--- config.mk ---
export PLATFORM = sky130hd
export DESIGN_NAME = traffic_light_sequencer
export DESIGN_NICKNAME = d
export VERILOG_FILES = /design/src/rtl/traffic_light_sequencer_pkg.sv /design/src/rtl/traffic_light_sequencer_timer.sv /design/src/rtl/traffic_light_sequencer.sv
export SDC_FILE = /design/constraint.sdc
export NUM_CORES = 1
export LEC_CHECK = 0
export ABC_AREA = 1
export CORE_ASPECT_RATIO = 2
export CORE_UTILIZATION = 57
export DETAILED_ROUTE_END_ITERATION = 16
export PLACE_DENSITY = 0.79
export SYNTH_ARGS = -nofsm -noshare
export SYNTH_HDL_FRONTEND = slang
export SYNTH_SLANG_ARGS = --single-unit
--- constraint.sdc ---
create_clock -name clk -period 3.06 [get_ports clk]
set_input_delay 0.612 -clock clk [delete_from_list [all_inputs] [get_ports clk]]
set_output_delay 0.612 -clock clk [all_outputs]
set_load 0.01 [all_outputs]
--- src/rtl/traffic_light_sequencer_pkg.sv ---
// Shared mode/lamp codes and the sequencer state encoding.
// State codes are visible on the phase port, so they are pinned explicitly.
package traffic_pkg;

    localparam logic [1:0] MODE_DAY   = 2'b00;
    localparam logic [1:0] MODE_NIGHT = 2'b01;
    localparam logic [1:0] MODE_PED   = 2'b10;
    localparam logic [1:0] MODE_EMG   = 2'b11;

    localparam logic [2:0] LAMP_R   = 3'b100;
    localparam logic [2:0] LAMP_Y   = 3'b010;
    localparam logic [2:0] LAMP_G   = 3'b001;
    localparam logic [2:0] LAMP_OFF = 3'b000;

    typedef enum logic [3:0] {
        NS_G     = 4'd0,
        NS_Y     = 4'd1,
        RED_A    = 4'd2,
        EW_G     = 4'd3,
        EW_Y     = 4'd4,
        RED_B    = 4'd5,
        WALK     = 4'd6,
        EMG_HOLD = 4'd7,
        NIGHT    = 4'd8
    } trafficStateT;

    typedef enum logic {
        DIR_NS = 1'b0,
        DIR_EW = 1'b1
    } dirT;

endpackage

--- src/rtl/traffic_light_sequencer_timer.sv ---
// Down-counting phase timer: load N-1 on state entry, done when it reaches zero.
// It has no reset of its own; the owner forces a load while its reset is high.
module phase_timer #(
    parameter int CNT_W = 8
) (
    input  logic             clk,
    input  logic             load,
    input  logic [CNT_W-1:0] loadVal,
    input  logic             en,
    output logic             done
);

    logic [CNT_W-1:0] count;

    // Saturates at zero so a state that ignores expiry can never wrap the count.
    always_ff @(posedge clk) begin
        if (load) begin
            count <= loadVal;
        end else if (en && (count != '0)) begin
            count <= count - CNT_W'(1);
        end
    end

    assign done = (count == '0);

endmodule

--- src/rtl/traffic_light_sequencer.sv ---
// Intersection lamp sequencer: timed day cycle, night flash, pedestrian walk, emergency all-red.
// Lamp and phase outputs are registered from the state, so they trail it by one cycle.
module traffic_light_sequencer
    import traffic_pkg::*;
#(
    parameter int GREEN_CYC = 20,
    parameter int YEL_CYC   = 4,
    parameter int RED_CYC   = 2,
    parameter int WALK_CYC  = 10,
    parameter int FLASH_CYC = 5,
    parameter int CNT_W     = 8
) (
    input  logic       clk,
    input  logic       rst,
    input  logic [1:0] trafficMode,
    output logic [2:0] nsLight,
    output logic [2:0] ewLight,
    output logic       walk,
    output logic [3:0] phase
);

    localparam logic [CNT_W-1:0] GREEN_LD = CNT_W'(GREEN_CYC - 1);
    localparam logic [CNT_W-1:0] YEL_LD   = CNT_W'(YEL_CYC - 1);
    localparam logic [CNT_W-1:0] RED_LD   = CNT_W'(RED_CYC - 1);
    localparam logic [CNT_W-1:0] WALK_LD  = CNT_W'(WALK_CYC - 1);
    localparam logic [CNT_W-1:0] FLASH_LD = CNT_W'(FLASH_CYC - 1);

    trafficStateT     state, stateNext;
    dirT              nextDir, nextDirNext;
    logic             pedPend, pedPendNext;
    logic             flash, flashNext;
    logic             reload;
    logic [CNT_W-1:0] reloadVal;
    logic             timerLoad;
    logic [CNT_W-1:0] timerLoadVal;
    logic             timerEn;
    logic             timerDone;
    logic             isEmg, isPed, isNight, pedReq;
    trafficStateT     greenGo;
    logic [2:0]       nsDec, ewDec;
    logic             walkDec;

    assign isEmg   = (trafficMode == MODE_EMG);
    assign isPed   = (trafficMode == MODE_PED);
    assign isNight = (trafficMode == MODE_NIGHT);
    // A request arriving this cycle acts immediately, not only once latched.
    assign pedReq  = pedPend || isPed;
    assign greenGo = (nextDir == DIR_NS) ? NS_G : EW_G;

    assign timerLoad    = rst || reload;
    assign timerLoadVal = rst ? RED_LD : reloadVal;
    assign timerEn      = (state != EMG_HOLD);

    phase_timer #(
        .CNT_W(CNT_W)
    ) u_timer (
        .clk    (clk),
        .load   (timerLoad),
        .loadVal(timerLoadVal),
        .en     (timerEn),
        .done   (timerDone)
    );

    always_comb begin
        stateNext   = state;
        nextDirNext = nextDir;
        pedPendNext = pedPend || isPed;
        flashNext   = flash;
        reload      = 1'b0;
        reloadVal   = '0;

        case (state)
            NS_G: if (pedReq || isEmg || timerDone) stateNext = NS_Y;
            EW_G: if (pedReq || isEmg || timerDone) stateNext = EW_Y;
            NS_Y: if (timerDone) begin
                stateNext   = RED_A;
                nextDirNext = DIR_EW;
            end
            EW_Y: if (timerDone) begin
                stateNext   = RED_B;
                nextDirNext = DIR_NS;
            end
            RED_A, RED_B: if (timerDone) begin
                if (isEmg)        stateNext = EMG_HOLD;
                else if (pedReq)  stateNext = WALK;
                else if (isNight) stateNext = NIGHT;
                else              stateNext = greenGo;
            end
            WALK: begin
                if (isEmg)          stateNext = EMG_HOLD;
                else if (timerDone) stateNext = RED_B;
            end
            EMG_HOLD: if (!isEmg) stateNext = RED_B;
            NIGHT: begin
                if (isEmg) begin
                    stateNext = EMG_HOLD;
                end else if (!isNight) begin
                    stateNext = RED_B;
                end else if (timerDone) begin
                    flashNext = !flash;
                    reload    = 1'b1;
                    reloadVal = FLASH_LD;
                end
            end
            default: stateNext = RED_B;
        endcase

        // Entry actions: restart the timer and fix up the bookkeeping flags.
        if (stateNext != state) begin
            reload    = 1'b1;
            flashNext = (stateNext == NIGHT);
            case (stateNext)
                NS_G, EW_G:   reloadVal = GREEN_LD;
                NS_Y, EW_Y:   reloadVal = YEL_LD;
                RED_A, RED_B: reloadVal = RED_LD;
                WALK:         reloadVal = WALK_LD;
                NIGHT:        reloadVal = FLASH_LD;
                default:      reloadVal = '0;
            endcase
            if (stateNext == WALK) pedPendNext = 1'b0;
            if ((stateNext == EMG_HOLD) || (stateNext == NIGHT)) nextDirNext = DIR_NS;
        end
    end

    always_comb begin
        nsDec   = LAMP_R;
        ewDec   = LAMP_R;
        walkDec = 1'b0;
        case (state)
            NS_G:  nsDec = LAMP_G;
            NS_Y:  nsDec = LAMP_Y;
            EW_G:  ewDec = LAMP_G;
            EW_Y:  ewDec = LAMP_Y;
            WALK:  walkDec = 1'b1;
            NIGHT: begin
                nsDec = flash ? LAMP_Y : LAMP_OFF;
                ewDec = flash ? LAMP_R : LAMP_OFF;
            end
            default: ;
        endcase
    end

    always_ff @(posedge clk) begin
        if (rst) begin
            state   <= RED_B;
            nextDir <= DIR_NS;
            pedPend <= 1'b0;
            flash   <= 1'b0;
            nsLight <= LAMP_R;
            ewLight <= LAMP_R;
            walk    <= 1'b0;
            phase   <= RED_B;
        end else begin
            state   <= stateNext;
            nextDir <= nextDirNext;
            pedPend <= pedPendNext;
            flash   <= flashNext;
            nsLight <= nsDec;
            ewLight <= ewDec;
            walk    <= walkDec;
            phase   <= state;
        end
    end

endmodule

* Word-level counts from Yosys, hierarchy flattened
Memory sizes are Yosys's and may differ from the RTL's. Cells that the tools add are included.
Operators by class: $add $sub $neg 1, multiply operators 0, divide/modulo/power cells 0, $lt $le $gt $ge 0, eq/ne operators 17, shift operators 0, multiplexer cells 44, bitwise operators 0, reductions and logical operators 16
Operators by type and width (number):
- 4-bit two-way mux | 12
- 8-bit two-way mux | 4
- 4-bit one-hot mux with 8 select lines | 1
- 4-bit by 3-bit == test with 1-bit output, second input constant | 6
- 3-bit one-hot mux with 3 select lines | 2
- 1-bit two-way mux | 17
- 3-bit two-way mux | 5
- 4-bit by 2-bit == test with 1-bit output, second input constant | 2
- 4-bit == test, second input constant | 2
- 8-bit zero test | 1
- 2-bit nonzero test | 4
- 8-bit nonzero test | 1
- 8-bit by 1-bit subtractor with 8-bit output, second input constant | 1
- 1-bit logical OR | 5
- 2-bit == test, second input constant | 2
- 4-bit by 1-bit == test with 1-bit output, second input constant | 1
- 4-bit zero test | 1
- 2-bit two-way mux | 2
- 4-bit by 3-bit inequality test with 1-bit output, second input constant | 1
- 4-bit inequality test | 1
- 4-bit AND reduction | 1
- 2-bit by 1-bit == test with 1-bit output, second input constant | 1
- 2-bit by 1-bit inequality test with 1-bit output, second input constant | 1
- 1-bit one-hot mux with 2 select lines | 1
- 3 further kinds | 3
Word-level totals: register bits 26, latch bits 0, bits in writable memories 0, memory bits (read-only) 80, output and inout port bits 11, logic and storage cells 88, memories kept 1
Memory list:
- (no name shown) | words 16, width 5, rd ports 1, clocked after memory_dff 0, write ports 0, line traffic_light_sequencer.sv:112 | case (stateNext)

* Longest topological paths before layout
Gate-level depths: netlist of the first run.
depth in word-level cells 10, depth in mapped cells 17, depth with buffers taken out 17

* Cells and area by module
Synthesis of the first run repeated with hierarchy kept, for this count alone.
Second synthesis, totals: cell total of the unflattened synthesis 256, area, all modules 1754.2 um2
Modules (own cells, without submodules):
- traffic_light_sequencer | times used 1, cells an instance 189, area each 1213.7 um2
- phase_timer | times used 1, cells an instance 67, area each 540.5 um2

* Worst setup path before layout of the first run
No wires, ideal clock.
path type reg-to-reg, from reg u_timer.count[0], to reg u_timer.count[0], enable pin, data arrival time 1.952 ns, setup slack 0.755 ns, stages on the path, launching flop included 14, buffers on the path 0, cell sequence edfxtp_1 -> inv_1 -> ha_1 -> nand2_2 -> nor2_4 -> nor2_1 -> nor2_1 -> nor2_4 -> nand2_4 -> nor2_1 -> nor2_4 -> inv_2 -> nor2_8 -> nand4_1
Between the ends: word-level cells in the longest chain between the ends 8
Ends and longest elaborated chain:
- from (decl) | line traffic_light_sequencer_timer.sv:13 | logic [CNT_W-1:0] count;
- from (signal assigned) | line traffic_light_sequencer_timer.sv:18 | count <= loadVal;
- from (signal assigned) | line traffic_light_sequencer_timer.sv:20 | count <= count - CNT_W'(1);
- 8-bit zero test | line traffic_light_sequencer_timer.sv:24 | assign done = (count == '0);
- 4-bit two-way mux (tied with other cells) | line traffic_light_sequencer.sv:79, traffic_light_sequencer.sv:91
- 4-bit two-way mux (tied with other cells) | line traffic_light_sequencer.sv:90 | if (isEmg) stateNext = EMG_HOLD;
- 4-bit one-hot mux with 8 select lines / 1-bit two-way mux (equally long branches) | line traffic_light_sequencer.sv:72, traffic_light_sequencer.sv:95
- 4-bit inequality test / 1-bit two-way mux (equally long branches) | line traffic_light_sequencer.sv:109, traffic_light_sequencer.sv:72
- 1-bit two-way mux | line traffic_light_sequencer.sv:109 | if (stateNext != state) begin
- 1-bit logical OR | line traffic_light_sequencer.sv:50 | assign timerLoad = rst || reload;
- 2-bit nonzero test (no line) (*)
Every way passes the cells marked *; elsewhere a longest branch is shown, timed or not. A chain may end at the register's enable or synchronous reset.

* Final worst setup path of the first run
from in trafficMode[0], to reg u_timer.count[2], enable pin
Between the ends: word-level cells in the longest chain between the ends 10
Ends and longest elaborated chain:
- from (decl) | line traffic_light_sequencer.sv:15 | input logic [1:0] trafficMode,
- 2-bit by 1-bit == test with 1-bit output / 2-bit == test (equally long branches) | line traffic_light_sequencer.sv:45, traffic_light_sequencer.sv:44
- 4-bit two-way mux / 1-bit logical OR (equally long branches) | line traffic_light_sequencer.sv:86, traffic_light_sequencer.sv:47
- 4-bit two-way mux / 1-bit logical OR (equally long branches) | line traffic_light_sequencer.sv:85, traffic_light_sequencer.sv:73, traffic_light_sequencer.sv:74
- 4-bit two-way mux / 1-bit logical OR (equally long branches) | line traffic_light_sequencer.sv:84, traffic_light_sequencer.sv:73, traffic_light_sequencer.sv:74
- 4-bit two-way mux, on equally long branches | line traffic_light_sequencer.sv:83, traffic_light_sequencer.sv:73, traffic_light_sequencer.sv:74
- 4-bit one-hot mux with 8 select lines (*) | line traffic_light_sequencer.sv:72 | case (state)
- named net stateNext[1] | line traffic_light_sequencer.sv:28 | trafficStateT state, stateNext;
- 4-bit inequality test (*) | line traffic_light_sequencer.sv:109
- 1-bit two-way mux (*) | line traffic_light_sequencer.sv:109
- 1-bit logical OR (*) | line traffic_light_sequencer.sv:50
- 2-bit nonzero test (no line) (*)
Mark *: on every way through the listed nets, which the timed path passes. The rest lies on a longest branch.

==> results of run 1 <==
-- stage by stage --
stage | instance area, µm² | std cells | power [mW]
finish | 1890 | 277 | 1.96
global route | 1890 | 277 | 2.15
CTS | 1890 | 277 | 1.97
detailed placement | 1830 | 273 | 1.74
global placement | 1830 | 273 | 1.73
floorplan | 1650 | 230 | 1.49
-- worst min-delay path by stage --
stage                             to  slack [ns]                from  cells past startpoint
2_1_floorplan  nsLight[1]$_SDFF_PP0_        0.49  flash$_SDFFE_PP0P_                      2
3_3_place_gp      nextDir$_SDFF_PP0_        0.55  nextDir$_SDFF_PP0_                      4
3_5_place_dp      nextDir$_SDFF_PP0_        0.56  nextDir$_SDFF_PP0_                      4
4_1_cts           nextDir$_SDFF_PP0_        0.57  nextDir$_SDFF_PP0_                      4
5_1_grt        nsLight[1]$_SDFF_PP0_        0.61  flash$_SDFFE_PP0P_                      2
6_report          nextDir$_SDFF_PP0_        0.58  nextDir$_SDFF_PP0_                      4
-- routing by layer --
metal / GRT usage / up-vias / part of all wire
met3: 0.0226 / 13 / 0.028
met4: 0.172 / 0 / 0.046
met5: 0 / - / 0
met2: 0.442 / 42 / 0.52
li1: - / 765 / -
met1: 0.313 / 638 / 0.40
-- cell type report --
class / instances / area [µm²] / share of cell area
Sequential cell: 26 / 601 / 0.319
Timing Repair Buffer: 17 / 163 / 0.0863
Multi-Input combinational cell: 172 / 922 / 0.489
Clock buffer: 4 / 55.1 / 0.0292
Tap cell: 29 / 36.3 / 0.0192
Inverter: 29 / 109 / 0.0577
-- critical path: stages --
cell and delay (ns):
sky130_fd_sc_hd__clkdlybuf4s50_1 0.50, sky130_fd_sc_hd__nand2_1 0.08, sky130_fd_sc_hd__inv_1 0.20, sky130_fd_sc_hd__nor2_1 0.11, sky130_fd_sc_hd__nand2_1 0.11, sky130_fd_sc_hd__nor2_1 0.05, sky130_fd_sc_hd__nor2_1 0.17, sky130_fd_sc_hd__nand3_2 0.17
sky130_fd_sc_hd__nand2_1 0.11, sky130_fd_sc_hd__nand2_2 0.09, sky130_fd_sc_hd__nand3_2 0.14, sky130_fd_sc_hd__nor2_8 0.06, sky130_fd_sc_hd__nand4_1 0.07, sky130_fd_sc_hd__buf_4 0.18
-- Yosys cell counts (all sizes together) --
cell type | n | area, µm²
buf | 1 | 11.3
inv | 29 | 109
xor2 | 3 | 26.3
clkbuf | 2 | 7.51
or3 | 1 | 6.26
xnor2 | 4 | 35.0
nor2 | 42 | 224
nand3 | 23 | 148
o211ai | 1 | 7.51
edfxtp | 8 | 240
o21ai | 4 | 20.0
a21oi | 4 | 20.0
ha | 5 | 62.6
nand2 | 73 | 299
dfxtp | 18 | 360
nand4 | 9 | 56.3
nor3 | 2 | 10.0
a21boi | 1 | 7.51
-- power by group through the flow --
| stage | Clock, mW | Sequential (mW) | Combinational [mW] |
|---|---|---|---|
| 3_5_place_dp | 0 | 0.535 | 1.21 |
| 6_report | 0.222 | 0.527 | 1.21 |
| 4_1_cts | 0.229 | 0.527 | 1.22 |
| 5_1_grt | 0.239 | 0.540 | 1.37 |
| 2_1_floorplan | 0 | 0.525 | 0.969 |
| 3_3_place_gp | 0 | 0.534 | 1.20 |
-- sequential cells by signal, indices dropped and copies added (netlist names) --
signal / flops
ewLight: 3
nsLight: 3
nextDir: 1
flash: 1
walk: 1
pedPend: 1
state: 4
phase: 4
u_timer.count: 8
-- cell usage in the layout, fill, tap and decap left out, drive strengths merged --
| cell | instances |
|---|---|
| nand2 | 73 |
| nor2 | 42 |
| inv | 29 |
| nand3 | 23 |
| dfxtp | 18 |
| clkdlybuf4s50 | 14 |
| nand4 | 9 |
| edfxtp | 8 |
| ha | 5 |
| xnor2 | 4 |
| a21oi | 4 |
| clkbuf | 4 |
| o21ai | 4 |
| xor2 | 3 |
| buf | 3 |
| nor3 | 2 |
| o211ai | 1 |
| a21boi | 1 |
| or3 | 1 |
-- kinds of logic after synthesis --
family	Yosys count
AO/OA/AOI/OAI	10
adder cells (fa/ha/maj)	5
flip-flops	26
AND/OR/NAND/NOR	150
XOR/XNOR	7
buffers and inverters	32
==> summary.md, run 1 <==
| Metric | Value |
|---|---|
| Clk sinks | `26` |
| Unique masters post-synth | `27` |
| Number of rows in the core area | `27` |
| Post-placement setup slack | `0.145 ns` |
| Switching power as a share of total power | `0.495` |
| Final critical-path required period | `2.66 ns` |
| DRC violations left | `0` |
| Clock transition time at the flip-flop clock pins of the worst setup and hold paths | `0.09 ns` |
| # nets final | `258` |
| Hold-fix buffer count after cts | `0` |
| Largest net degree at the start of global routing | `15` |
| Initial core utilization | `0.603` |
| Worst supply voltage drop on vdd | `0.000914 V` |
| Share of final-layout standard cells stronger than drive strength 1 | `0.161` |
| Combinational fraction of design power | `0.618` |
| Mux share of post-synthesis cell area | `0` |
| Number of detailed-routing iterations run before antenna repair | `4` |
| WP data arrival | `2.66 ns` |
| Required time at the worst-slack endpoint | `3.05 ns` |
| Vertical extent of the die | `about 78 µm` |
| Net Sw Power | `0.971 mW` |
| H-tree levels | `1` |
| Insertion delay to the later sink of the worst-skew pair | `~0.27 ns` |
| Total of cells resized after clock tree synthesis | `0` |
| Final hold violation count | `0` |
| Total Routing Usage GR | `0.271` |
| Pint | `0.992 mW` |
| Antenna violations before repair | `0` |
| Worst min path class | `reg2reg` |
| Vias per std cell | `about 5.3` |
| Routed via count | `1458` |
| Finished Core Util | `0.689` |
| Crit. Startpoint | `trafficMode[0]` |
| Static Leak | `0.962 nW` |
| Die footprint | `0.00313 mm²` |
| Number of fillers in the final layout | `239` |
| Count of final max-slew check failures | `0` |
| Synthesized-area fraction occupied by adder cells | `0.0379` |
| XOR/XNOR share of the synthesized area | `0.0371` |
| Synthesized instance count | `230` |
| Largest family of logic cells by synthesized area | `simple AND/OR/NAND/NOR gates` |
| PortBufs | `14` |
| Wire length of the first global-routing pass | `5860 µm` |
| Endpoint of the worst setup timing path | `u_timer.count[2]$_DFFE_PP_` |
| Clock share of power | `0.113` |
| Number of top-level pins | `15` |
| Maximum clock path buffer count | `2` |
| Reg-to-reg setup timing slack | `approximately 0.53 ns` |
| Number of setup buffers added after CTS | `0` |
| Crit path setup slack, layout | `between 0.3 and 0.4 ns` |
| Cell at the root of the clock tree | `sky130_fd_sc_hd__clkbuf_8` |
| Worst slew margin relative to its limit | `0.718` |
| Vias in the first global route | `~1400` |
| Yosys warning count | `0` |
| Per-cell routed wire length | `about 13 µm` |
| Top fanout value on the critical path | `8` |
| Layout overhead on the synthesized area | `14.3%` |
| Highest Clock Rate | `375 MHz` |
| TritonCTS buffer count | `3` |
| X dimension of the die | `40.1 µm` |
| Net Count, Synth | `239` |
| Crit Path Category | `in2reg` |
| CTS tree | `yes` |
| Pin slew with the least headroom to its limit | `between 0.4 and 0.5 ns` |
| Fraction of power consumed by sequential logic | `0.268` |
| Gr ovfl total | `0` |
| Power Density | `1040 mW/mm²` |
| Depth of the worst register-to-register path | `14` |
| Result of the run | `finished clean` |
| Post-synthesis register bit count | `26` |
| Post-detail-place hpwl | `2820 µm` |
| Post-synthesis instance area | `0.00165 mm²` |
| Final worst-path cycle share | `0.871` |
| Post-Route Setup TNS | `0 ns` |
| Compound-cell area share of the yosys netlist | `0.0334` |
| Violation count after the first detailed-route iteration | `32` |
| Final estimated routing congestion in global placement | `0.910` |
| Max Cap Viol | `0` |
| Unrepaired setup endpoints after global routing | `false` |
| Clock skew after layout | `0.00218 ns` |
| Hold_ws | `just under 0.6 ns` |
| Average instance area after synthesis | `slightly above 7 µm²` |
| R2R Path End | `u_timer.count[2]$_DFFE_PP_` |
| Launch instance of the worst register-to-register path | `u_timer.count[0]$_DFFE_PP_` |
| Wire length reported by the detailed router | `between 3000 and 4000 µm` |
| Simple-gate share of the synthesized area | `0.450` |
| ANT nets after route | `0` |
| Setup Viol. Count Final | `0` |
| Antenna fix cells | `0` |
| CP Launch Type | `input port` |
| Seq/Total Area, Yosys | `0.364` |
| Critical Path Sink Type | `flip-flop` |
| Area inside the core boundary | `0.00274 mm²` |
Power figures use the tool's default switching activity.
==> run 2: changes to the inputs <==
--- a/config.mk
+++ b/config.mk
@@ -7,9 +7,10 @@
 export LEC_CHECK = 0
 export ABC_AREA = 1
 export CORE_ASPECT_RATIO = 2
+export CORE_MARGIN = 5
 export CORE_UTILIZATION = 57
 export DETAILED_ROUTE_END_ITERATION = 16
-export PLACE_DENSITY = 0.79
+export PLACE_DENSITY_LB_ADDON = 0.15
 export SYNTH_ARGS = -nofsm -noshare
 export SYNTH_HDL_FRONTEND = slang
 export SYNTH_SLANG_ARGS = --single-unit
==> summary.md, run 2 (synthesis results as in run 1) <==
| Metric | Value |
|---|---|
| Result of the run | `finished clean (unchanged)` |
| # nets final | `257 (was 258)` |
| Per-cell routed wire length | `13.6 µm (was 12.9 µm)` |
| Final hold violation count | `0 (unchanged)` |
| Total of cells resized after clock tree synthesis | `0 (unchanged)` |
| Largest net degree at the start of global routing | `16 (was 15)` |
| Registers with the most flip-flops | `u_timer.count (8), phase (4), state (4) (unchanged)` |
| Insertion delay to the later sink of the worst-skew pair | `0.27 ns (about the same)` |
| Vias per std cell | `5.22 (was 5.26)` |
| Count of final max-slew check failures | `0 (unchanged)` |
| Worst supply voltage drop on vdd | `0.000760 V (was 0.000914 V)` |
| Post-detail-place hpwl | `3080 µm (was 2820 µm)` |
| DP Area | `0.00182 mm² (was 0.00183 mm²)` |
| Total Routing Usage GR | `0.210 (was 0.271)` |
| TritonCTS buffer count | `3 (unchanged)` |
| Antenna fix cells | `0 (unchanged)` |
| Share of final-layout standard cells stronger than drive strength 1 | `0.158 (was 0.161)` |
| Routed via count | `1441 (was 1458)` |
| Pin slew with the least headroom to its limit | `0.476 ns (was 0.422 ns)` |
| Gr ovfl total | `0 (unchanged)` |
| Clock skew after layout | `0.00951 ns (was 0.00218 ns)` |
| Cell at the root of the clock tree | `sky130_fd_sc_hd__clkbuf_8 (unchanged)` |
| H-tree levels | `1 (unchanged)` |
| Antenna violations before repair | `0 (unchanged)` |
| Max Cap Viol | `0 (unchanged)` |
| Worst min path class | `reg2reg (unchanged)` |
| Crit Path Category | `in2reg (unchanged)` |
| Initial core utilization | `0.596 (was 0.603)` |
| Top fanout value on the critical path | `5 (was 8)` |
| Cell Chain, Critical Path | `clkdlybuf4s50_1 -> inv_1 -> nand2_1 -> nand2_1 -> nor2_1 -> nand2_1 -> nand2_1 -> nand3_1 -> nor2_2 -> nand2_2 -> inv_1 -> ha_1 -> a21boi_0 -> nand2_1 -> inv_1 -> nand2_1 -> nand2_1 (was clkdlybuf4s50_1 -> nand2_1 -> inv_1 -> nor2_1 -> nand2_1 -> nor2_1 -> nor2_1 -> nand3_2 -> nand2_1 -> nand2_2 -> nand3_2 -> nor2_8 -> nand4_1 -> buf_4)` |
| ANT nets after route | `0 (unchanged)` |
| Final worst-path cycle share | `0.864 (was 0.871)` |
| Number of top-level pins | `15 (unchanged)` |
| DRC violations left | `0 (unchanged)` |
| Critical Path Sink Type | `flip-flop (unchanged)` |
| Final non-filler cell area | `0.00189 mm² (about the same)` |
| Post-Route Setup TNS | `0 ns (unchanged)` |
| Largest register FFs | `8 (unchanged)` |
| Register containing the most flip-flops in the final layout | `u_timer.count (unchanged)` |
| Total buffers and inverters traversed by the critical path | `4 (was 3)` |
| Most frequent cells in the layout | `65 x sky130_fd_sc_hd__nand2_1, 29 x sky130_fd_sc_hd__nor2_1, 22 x sky130_fd_sc_hd__inv_1, 18 x sky130_fd_sc_hd__nand3_1, 18 x sky130_fd_sc_hd__dfxtp_1 (unchanged)` |
| Required time at the worst-slack endpoint | `3.21 ns (was 3.05 ns)` |
| Hold_ws | `0.549 ns (was 0.581 ns)` |
| Die footprint | `0.00414 mm² (was 0.00313 mm²)` |
| Number of detailed-routing iterations run before antenna repair | `4 (unchanged)` |
| DP Cell Count | `272 (was 273)` |
| PortBufs | `14 (unchanged)` |
| Power Density | `1050 mW/mm² (was 1040 mW/mm²)` |
| CTS tree | `yes (unchanged)` |
| Wire length of the first global-routing pass | `6290 µm (was 5860 µm)` |
| Non-filler instance count after layout | `276 (was 277)` |
| Number of rows in the core area | `27 (unchanged)` |
| Maximum clock path buffer count | `2 (unchanged)` |
| Highest Clock Rate | `378 MHz (was 375 MHz)` |
| Setup Viol. Count Final | `0 (unchanged)` |
| WP data arrival | `2.80 ns (was 2.66 ns)` |
| Violation count after the first detailed-route iteration | `38 (was 32)` |
| X dimension of the die | `48.1 µm (was 40.1 µm)` |
| Wire length reported by the detailed router | `3750 µm (was 3560 µm)` |
| Vertical extent of the die | `86.1 µm (was 78.1 µm)` |
| Top cell family by delay on the critical path | `simple AND/OR/NAND/NOR gates (unchanged)` |
| Most repeated library cell on the critical path | `sky130_fd_sc_hd__nand2_1` |
| Hold-fix buffer count after cts | `0 (unchanged)` |
| Critical path's slowest cell | `sky130_fd_sc_hd__clkdlybuf4s50_1 (unchanged)` |
| Unrepaired setup endpoints after global routing | `false (unchanged)` |
| CP Launch Type | `input port (unchanged)` |
| Number of setup buffers added after CTS | `0 (unchanged)` |
| Area inside the core boundary | `0.00277 mm² (was 0.00274 mm²)` |
| Vias in the first global route | `1478 (was 1360)` |
| Clock transition time at the flip-flop clock pins of the worst setup and hold paths | `0.09 ns (about the same)` |
| Final estimated routing congestion in global placement | `0.892 (was 0.910)` |
| Worst slew margin relative to its limit | `0.682 (was 0.718)` |
| Static Leak | `0.963 nW (was 0.962 nW)` |
| Max incr delay on CP | `0.49 ns (was 0.50 ns)` |
| Final critical-path required period | `2.65 ns (was 2.66 ns)` |
| Most common library cell in the layout ignoring fill and taps | `sky130_fd_sc_hd__nand2_1 (unchanged)` |
| Clk sinks | `26 (unchanged)` |
| Layout overhead on the synthesized area | `14.5% (was 14.3%)` |
run 2: worst min-delay path: stages (launching register included):
cell                      delay, ns
sky130_fd_sc_hd__dfxtp_1       0.34
sky130_fd_sc_hd__nand3_1       0.10
sky130_fd_sc_hd__a21oi_1       0.06
run 2: per-stage QoR:
| step | power, mW | worst slack, ns | utilization |
|---|---|---|---|
| finish | 1.99 | 0.415 | 0.682 |
| global route | 2.17 | 0.208 | 0.682 |
| CTS | 2.00 | 0.460 | 0.682 |
| detailed placement | 1.75 | 0.174 | 0.658 |
| global placement | 1.73 | 0.230 | 0.658 |
| floorplan | 1.49 | 0.755 | - |
run 2: worst paths after layout:
path / startpoint / endpoint / slack [ns] / depth (start not counted)
max: trafficMode[0] / u_timer.count[3]$_DFFE_PP_ / 0.41 / 17
min: flash$_SDFFE_PP0P_ / nsLight[1]$_SDFF_PP0_ / 0.55 / 2
max reg2reg: u_timer.count[0]$_DFFE_PP_ / u_timer.count[3]$_DFFE_PP_ / 0.50 / 16
min reg2reg: flash$_SDFFE_PP0P_ / nsLight[1]$_SDFF_PP0_ / 0.55 / 2
run 2: final cells by class:
type | instances | area [µm²]
Tap cell | 29 | 36.3
Sequential cell | 26 | 601
Fill cell | 257 | 881
Clock buffer | 4 | 66.3
Timing Repair Buffer | 16 | 155
Multi-Input combinational cell | 172 | 922
Inverter | 29 | 109
run 2: metal layers:
metal | vias to the layer above | global-route usage | share of wire
li1 | 765 | - | -
met1 | 626 | 0.206 | 0.36
met2 | 35 | 0.367 | 0.56
met3 | 15 | 0.0294 | 0.025
met4 | 0 | 0.142 | 0.054
met5 | - | 0 | 0
run 2: report_power, final:
group | internal (mW) | switching, mW | leakage [nW]
Clock | 0.142 | 0.106 | 0.0339
Sequential | 0.459 | 0.0727 | 0.240
Combinational | 0.418 | 0.794 | 0.689
==> edit (flow settings as in run 1) <==
`CNT_W` is set to 8 in 2 places; all go to 9.
--- a/src/rtl/traffic_light_sequencer_timer.sv
+++ b/src/rtl/traffic_light_sequencer_timer.sv
@@ -1,7 +1,7 @@
 // Down-counting phase timer: load N-1 on state entry, done when it reaches zero.
 // It has no reset of its own; the owner forces a load while its reset is high.
 module phase_timer #(
-    parameter int CNT_W = 8
+    parameter int CNT_W = 9
 ) (
     input  logic             clk,
     input  logic             load,
--- a/src/rtl/traffic_light_sequencer.sv
+++ b/src/rtl/traffic_light_sequencer.sv
@@ -8,7 +8,7 @@
     parameter int RED_CYC   = 2,
     parameter int WALK_CYC  = 10,
     parameter int FLASH_CYC = 5,
-    parameter int CNT_W     = 8
+    parameter int CNT_W     = 9
 ) (
     input  logic       clk,
     input  logic       rst,
Function: no difference found for any inputs over 10 cycles, from zero or initial values and one cycle with rst high; that may be too few to reach the edited logic, so the function may still have changed.
==> edit against run 1 <==
- count of clock-buffer cells in the layout down 1
- sequential share of layout area down 0.66 points
- die area up 8.4%
- synthesized area up 8.7%
- sequential cell count up 1
- power down 1.4%
- non-clock buffer count unchanged
- cell area up 7.2%
- maximum frequency up 0.15%
- worst setup slack better by 0.0041 ns
- wire length up 20%
==> edit: results (changes against run 1) <==
| Metric | Value |
|---|---|
| Status | finished, final reports clean |
| Max VDD drop | 0.000655 V (-28%) |
| All-Layer GR Usage | 28.0% (+0.91 points) |
| Critical path arrival | 2.70 ns (+0.04 ns) |
| Hpwl dp | 3.50 mm (+24%) |
| Placer Congestion | 0.962 (+5.7%) |
| Least-Margin Pin Slew | 0.397 ns (-0.0250 ns) |
| WL final | 4.28 mm (+20%) |
| Post-synth EDFFs | 9 (+1) |
| Largest net degree at the start of global routing | 18 (+3) |
| Synth cell count leaders | nand2_1 (66), inv_1 (33), nor2_1 (26) |
| Avg Inst Size Synth | 7.12 um^2 (-0.77%) |
| Synth cell types | 29 (+7.4%) |
| Post-Layout Cell Count | 300 (+8.3%) |
| First-pass GRT wire length | 7.04 mm (+20%) |
| NumNets Final | 281 (+8.9%) |
| DRC violation total after the first TritonRoute iteration | 34 (+6.3%) |
| Placed inst area | 1980 um^2 (+7.9%) |
| Vias | 1616 (+11%) |
| Layout cells sized above 1 | 15.6% (-0.57 points) |
| Crit-path max FO | 9 (+1) |
| Regs by FF count | u_timer.count x9, phase x4, state x4 |
| Async set-reset flop share out of synthesis | 0% (unchanged) |
| Leak pwr | 0.967 nW (+0.54%) |
| # fillers | 254 (+6.3%) |
| Clock Skews | 0.00759 ns (+0.00541 ns) |
| Syn_nets | 262 (+9.6%) |
[edit: cell types whose count changed after synthesis, moves of 2 or more]
cell	run 1	this run
inv_1	22	33
nor2_2	8	13
o21ai_0	2	4
nor2_1	29	26
xor2_1	3	8
xnor2_1	4	0
a21oi_1	4	6
inv_2	7	5
[edit: final timing paths]
kind	start	endpoint	slack, ns	cells after the start
min reg2reg	flash	nsLight[1]	0.51	2
max	trafficMode[0]	u_timer.count[7]	0.40	15
max reg2reg	u_timer.count[0]	u_timer.count[7]	0.50	16
min	flash	nsLight[1]	0.51	2
[edit: layer usage]
layer	vias up	part of all wire (%)	global-route usage, %
met2	38	57	56.1
met5	-	0	0
li1	838	-	-
met3	14	2.7	1.33
met1	726	35	26.8
met4	0	5.3	17.1
[edit: layout make-up]
type,count,area (um^2),area share [%]
inverter,40,153,7.55
clock buffer,3,41.3,2.04
sequential,27,631,31.2
clock inverter,1,5.00,0.248
multi-input combinational,182,992,49.1
timing repair buffer,17,163,8.04
tap,30,37.5,1.86
[edit: cell families (layout without fill, tap and decap cells)]
family / count (synthesis) / count (layout) / synth area share (%)
adders and majority gates: 6 / 6 / 4.18
AOI/OAI and AO/OA: 14 / 14 / 4.25
and+or+nand+nor: 154 / 154 / 43.0
xor gates and xnor gates: 8 / 8 / 3.91
DFF: 27 / 27 / 35.1
buffers and inverters: 43 / 61 / 9.55
[edit: power groups by stage]
stage / sequential, W / combinational [W] / clock (W)
floorplan: 0.000538 / 0.000932 / 0
global placement: 0.000560 / 0.00117 / 0
detailed placement: 0.000561 / 0.00118 / 0
CTS: 0.000552 / 0.00118 / 0.000202
global route: 0.000557 / 0.00133 / 0.000216
finish: 0.000552 / 0.00119 / 0.000198
